**src/rtl/sd_read_block_tx.sv**
```systemverilog
// SPI-mode SD read block transmitter: start token, BLOCK_LEN buffer bytes, then CRC16-CCITT, MSB first.
// Define SD_READ_TX_CRC_EN to compute and send the CRC; otherwise the CRC field is all ones.
module sd_read_block_tx #(
  parameter int          BLOCK_LEN   = 512,
  parameter logic [7:0]  START_TOKEN = 8'hFE,
  parameter int          AW          = $clog2(BLOCK_LEN)
) (
  input  logic          spi_clk,
  input  logic          reset_n,
  input  logic          start,
  input  logic          abort,
  output logic [AW-1:0] rd_addr,
  input  logic [7:0]    rd_data,
  output logic          miso,
  output logic          busy,
  output logic          done,
  output logic [15:0]   crc16
);

  typedef enum logic [1:0] {IDLE, TOKEN, DATA, CRC} state_t;

  state_t        state, state_nxt;
  logic [7:0]    shift_q;
  logic [3:0]    bit_cnt;
  logic [AW-1:0] byte_cnt;
  logic          load_byte;
  logic          crc_bit;
  logic          last8;
  logic          last_byte;
  logic          start_ok;

  assign last8     = (bit_cnt == 4'd7);
  assign last_byte = (byte_cnt == AW'(BLOCK_LEN - 1));
  assign start_ok  = start && !abort;

  always_ff @(posedge spi_clk or negedge reset_n) begin
    if (!reset_n) state <= IDLE;
    else          state <= state_nxt;
  end

  always_comb begin
    state_nxt = state;
    miso      = 1'b1;
    busy      = 1'b1;
    load_byte = 1'b0;
    case (state)
      IDLE: begin
        busy = 1'b0;
        if (start_ok) state_nxt = TOKEN;
      end
      TOKEN: begin
        miso = shift_q[7];
        if (last8) begin
          state_nxt = DATA;
          load_byte = 1'b1;
        end
      end
      DATA: begin
        miso = shift_q[7];
        if (last8) begin
          if (last_byte) state_nxt = CRC;
          else           load_byte = 1'b1;
        end
      end
      CRC: begin
        miso = crc_bit;
        if (bit_cnt == 4'd15) state_nxt = IDLE;
      end
      default: state_nxt = IDLE;
    endcase
    // Abort freezes everything and drops straight back to idle.
    if (state != IDLE && abort) begin
      state_nxt = IDLE;
      load_byte = 1'b0;
    end
  end

  always_ff @(posedge spi_clk or negedge reset_n) begin
    if (!reset_n) begin
      shift_q  <= '0;
      bit_cnt  <= '0;
      byte_cnt <= '0;
      rd_addr  <= '0;
      done     <= 1'b0;
    end else begin
      done <= (state == CRC) && (bit_cnt == 4'd15) && !abort;
      if (state == IDLE) begin
        if (start_ok) begin
          shift_q  <= START_TOKEN;
          bit_cnt  <= '0;
          byte_cnt <= '0;
          rd_addr  <= '0;
        end
      end else if (!abort) begin
        if (state != CRC && last8) bit_cnt <= '0;
        else                       bit_cnt <= bit_cnt + 4'd1;
        // The next address is issued a full byte ahead, hiding the RAM read latency.
        if (load_byte) begin
          shift_q <= rd_data;
          rd_addr <= (rd_addr == AW'(BLOCK_LEN - 1)) ? '0 : rd_addr + AW'(1);
        end else begin
          shift_q <= {shift_q[6:0], 1'b0};
        end
        if (state == DATA && last8) byte_cnt <= byte_cnt + AW'(1);
      end
    end
  end

`ifdef SD_READ_TX_CRC_EN
  logic [15:0] crc_q;
  logic        crc_fb;

  assign crc_fb  = shift_q[7] ^ crc_q[15];
  assign crc_bit = crc_q[~bit_cnt];
  assign crc16   = crc_q;

  always_ff @(posedge spi_clk or negedge reset_n) begin
    if (!reset_n)                               crc_q <= '0;
    else if (state == IDLE && start_ok)         crc_q <= '0;
    else if (state == DATA && !abort)
      crc_q <= {crc_q[14:0], 1'b0} ^ (crc_fb ? 16'h1021 : 16'h0000);
  end
`else
  assign crc_bit = 1'b1;
  assign crc16   = 16'hFFFF;
`endif

endmodule

```
**config.mk**
```make
export PLATFORM = sky130hd
export DESIGN_NAME = sd_read_block_tx
export DESIGN_NICKNAME = d
export VERILOG_FILES = /design/src/rtl/sd_read_block_tx.sv
export SDC_FILE = /design/constraint.sdc
export NUM_CORES = 1
export LEC_CHECK = 0
export ABC_AREA = 0
export BUFFER_PORTS_ARGS = -buffer_cell sky130_fd_sc_hd__buf_2
export CORE_ASPECT_RATIO = 0.5
export CORE_UTILIZATION = 34
export DETAILED_ROUTE_END_ITERATION = 6
export PLACE_DENSITY = 0.54
export SYNTH_ARGS = -nofsm -noshare
export SYNTH_HDL_FRONTEND = slang
export SYNTH_SLANG_ARGS = --single-unit
```
**constraint.sdc**
```tcl
create_clock -name spi_clk -period 2 [get_ports spi_clk]
set_input_delay 0.1 -clock spi_clk [delete_from_list [all_inputs] [get_ports spi_clk]]
set_output_delay 0.1 -clock spi_clk [all_outputs]
set_load 0.01 [all_outputs]
```
==> metrics <==
Post-layout nets 291; LEAKAGE 1.21 nW; FILL cells 537; CTS tree done; Area contributors post-synth dfrtp_1 40%, buf_4 6.6%, ha_1 5.5%, a21oi_1 4.9%, mux2i_1 4.4%; first-pass GRT wire length 8540 µm; Place WS -0.0779 ns; Critical-path top delay cell or4_1; die width 112 µm; WS Path Type reg2reg; Slew headroom 50.1%; P&R area growth vs syn 28.4%; # H-tree levels 2; commonest non-fill, non-tap cell in the layout dfrtp_1; die height 56.8 µm; worst path arrival time 2.20 ns; min setup slack post-route 0.00307 ns; setup slack, reg-to-reg 0.003 ns; gpl congestion 0.807; Fin Setup TNS 0 ns; most frequent cells in the layout 33 x dfrtp_1, 24 x buf_4, 23 x buf_2; Post-synth EDFFs 0; period utilization 99.8%; CP max FO 5; 1st-pass router iterations 6; Synth Warn # 0; Critical Path Start Type flip-flop; status finished, violations left; Max Fclk 501 MHz; Synth Instances 220; vias in the first global route 1764; Post-synth top flop dfrtp_1; synthesized flop and latch total 33; DRT Wirelength 4950 µm; layout cell share with drive strength beyond 1 29.5%; Die Area 6340 µm²; DR DRC count 2; RSZ-0062 raised after global routing true; total power draw 2.64 mW; P per Cell Area 1010 nW/µm²; synthesized cell area 2040 µm²; starting density of the core 36.2%; most used cell, CP ha_2; ant diodes 0; clock skew 0.00369 ns; final setup fails 0; clock slew at reported path FFs 0.06 ns; non-filler cells, final 344; Async SR Flop Fraction 100%; CP Cell Sequence ha_2 > nand3_2 > nor2_2 > ha_2 > and2b_4 > o311ai_4 > or4_1 > a21oi_1; Storage cell area 826 µm²; cts bufs inserted 5; dpl hpwl 3440 µm; MaxCap Viol Count 0; Tmin final 2.00 ns; clock sink count 33; clock root cell clkbuf_16; violated checks DRC; # port buffers 23; area leader, netlist dfrtp_1; footprint of the multi-input gates 1170 µm²; max incr delay on CP 0.52 ns; mean area per synthesized cell 9.28 µm²; GRT Total Usage 17.2%; CP Capture Type flip-flop; worst vdd ir 0.446 mV; initial antenna violation count 0; drt wl/cell 14.4 µm; DR vias 1810; post-synth cell types 47; maximum clock insertion buffer count 2; hold crit path type in2reg; share of the synthesized area in the top cell type 40.4%; Slew Viols, Final 0; Clock Latency Late Sink 0.28 ns; num ports 40; placed insts 330; CORE AREA 5630 µm²; WP buf/inv 0; crit-path leading delay family simple AND/OR/NAND/NOR gates; post-synthesis sequential area ratio 40.4%; Via density 5.26; post-route ant nets 0; Critical Path RT 2.20 ns; worst-margin pin slew 0.749 ns; largest net degree at the start of global routing 34; Hold Violations, Final 0; fin util 46.5%; DRT iter0 DRCs 75; grt ovf 0; row count 19
## cell families after synthesis
kind of cell | after synthesis | share of synthesized area, %
AOI/OAI and AO/OA | 53 | 18.0
other | 1 | 0.184
DFF | 33 | 40.4
buffers and inverters | 33 | 9.50
muxes | 9 | 4.41
and+or+nand+nor | 82 | 22.0
adders and majority gates | 9 | 5.51
## cells in the mapped netlist, drive strengths merged, types with 2 or more instances
cell type   n
and4b       2
o31ai       9
buf        22
nor4        3
o22ai       2
nor3        6
o21ai       6
inv         9
nor3b       3
ha          9
nor2       16
or3         2
o21a        3
dfrtp      33
clkbuf      2
o211ai      2
or4         8
nand2      17
nand3      13
a21oi      20
a22o        3
mux2i       9
nand2b      2
## final timing paths
path                                    startpoint                       to  cells after the start
min in group asynchronous                  reset_n   shift_q[0]$_DFFE_PN0P_                      2
max in group asynchronous                  reset_n  byte_cnt[5]$_DFFE_PN0P_                      2
setup / recovery           byte_cnt[1]$_DFFE_PN0P_   rd_addr[6]$_DFFE_PN0P_                      8
hold reg to reg            byte_cnt[8]$_DFFE_PN0P_  byte_cnt[8]$_DFFE_PN0P_                      2
hold / removal                          rd_data[0]   shift_q[0]$_DFFE_PN0P_                      2
setup reg to reg           byte_cnt[1]$_DFFE_PN0P_   rd_addr[6]$_DFFE_PN0P_                      8
## flip-flops by register name, indices dropped and copies added, names as in the netlist
name,cells
byte_cnt,9
shift_q,8
done,1
bit_cnt,4
state,2
rd_addr,9
## cell type report
cell class,count,area share [%]
multi-input combinational,170,44.8
sequential,33,31.5
timing repair buffer,51,13.6
clock buffer,6,4.92
tap,73,3.48
inverter,9,1.29
clock inverter,2,0.382
## per-stage QoR
step,hold slack [ns],cell area (µm²)
6_report,0.0435,2620
3_3_place_gp,0.213,2350
4_1_cts,0.0429,2550
3_5_place_dp,0.213,2350
5_1_grt,0.0367,2620
2_1_floorplan,-0.196,2110
## report_power, final
part	leakage, nW	total [mW]	internal (mW)	switching [mW]
registers	0.424	0.857	0.772	0.0847
clock network	0.0706	0.738	0.457	0.281
logic	0.719	1.05	0.435	0.614
## what timing repair did
item,in CTS,in global routing
endpoints found under the setup margin,6,22
resized for setup,5,15
setup buffers,2,2
endpoints found under the hold margin,33,0
cloned,1,0
hold buffers,1,0
pin swaps,7,16
## metal layers
layer / GRT usage, % / routed length [µm]
met1: 22.7 / 2470
met5: 0 / 0
met3: 5.51 / 272
met4: 5.60 / 31
met2: 26.9 / 2180
Note: power is estimated with default switching activity, not from simulation.
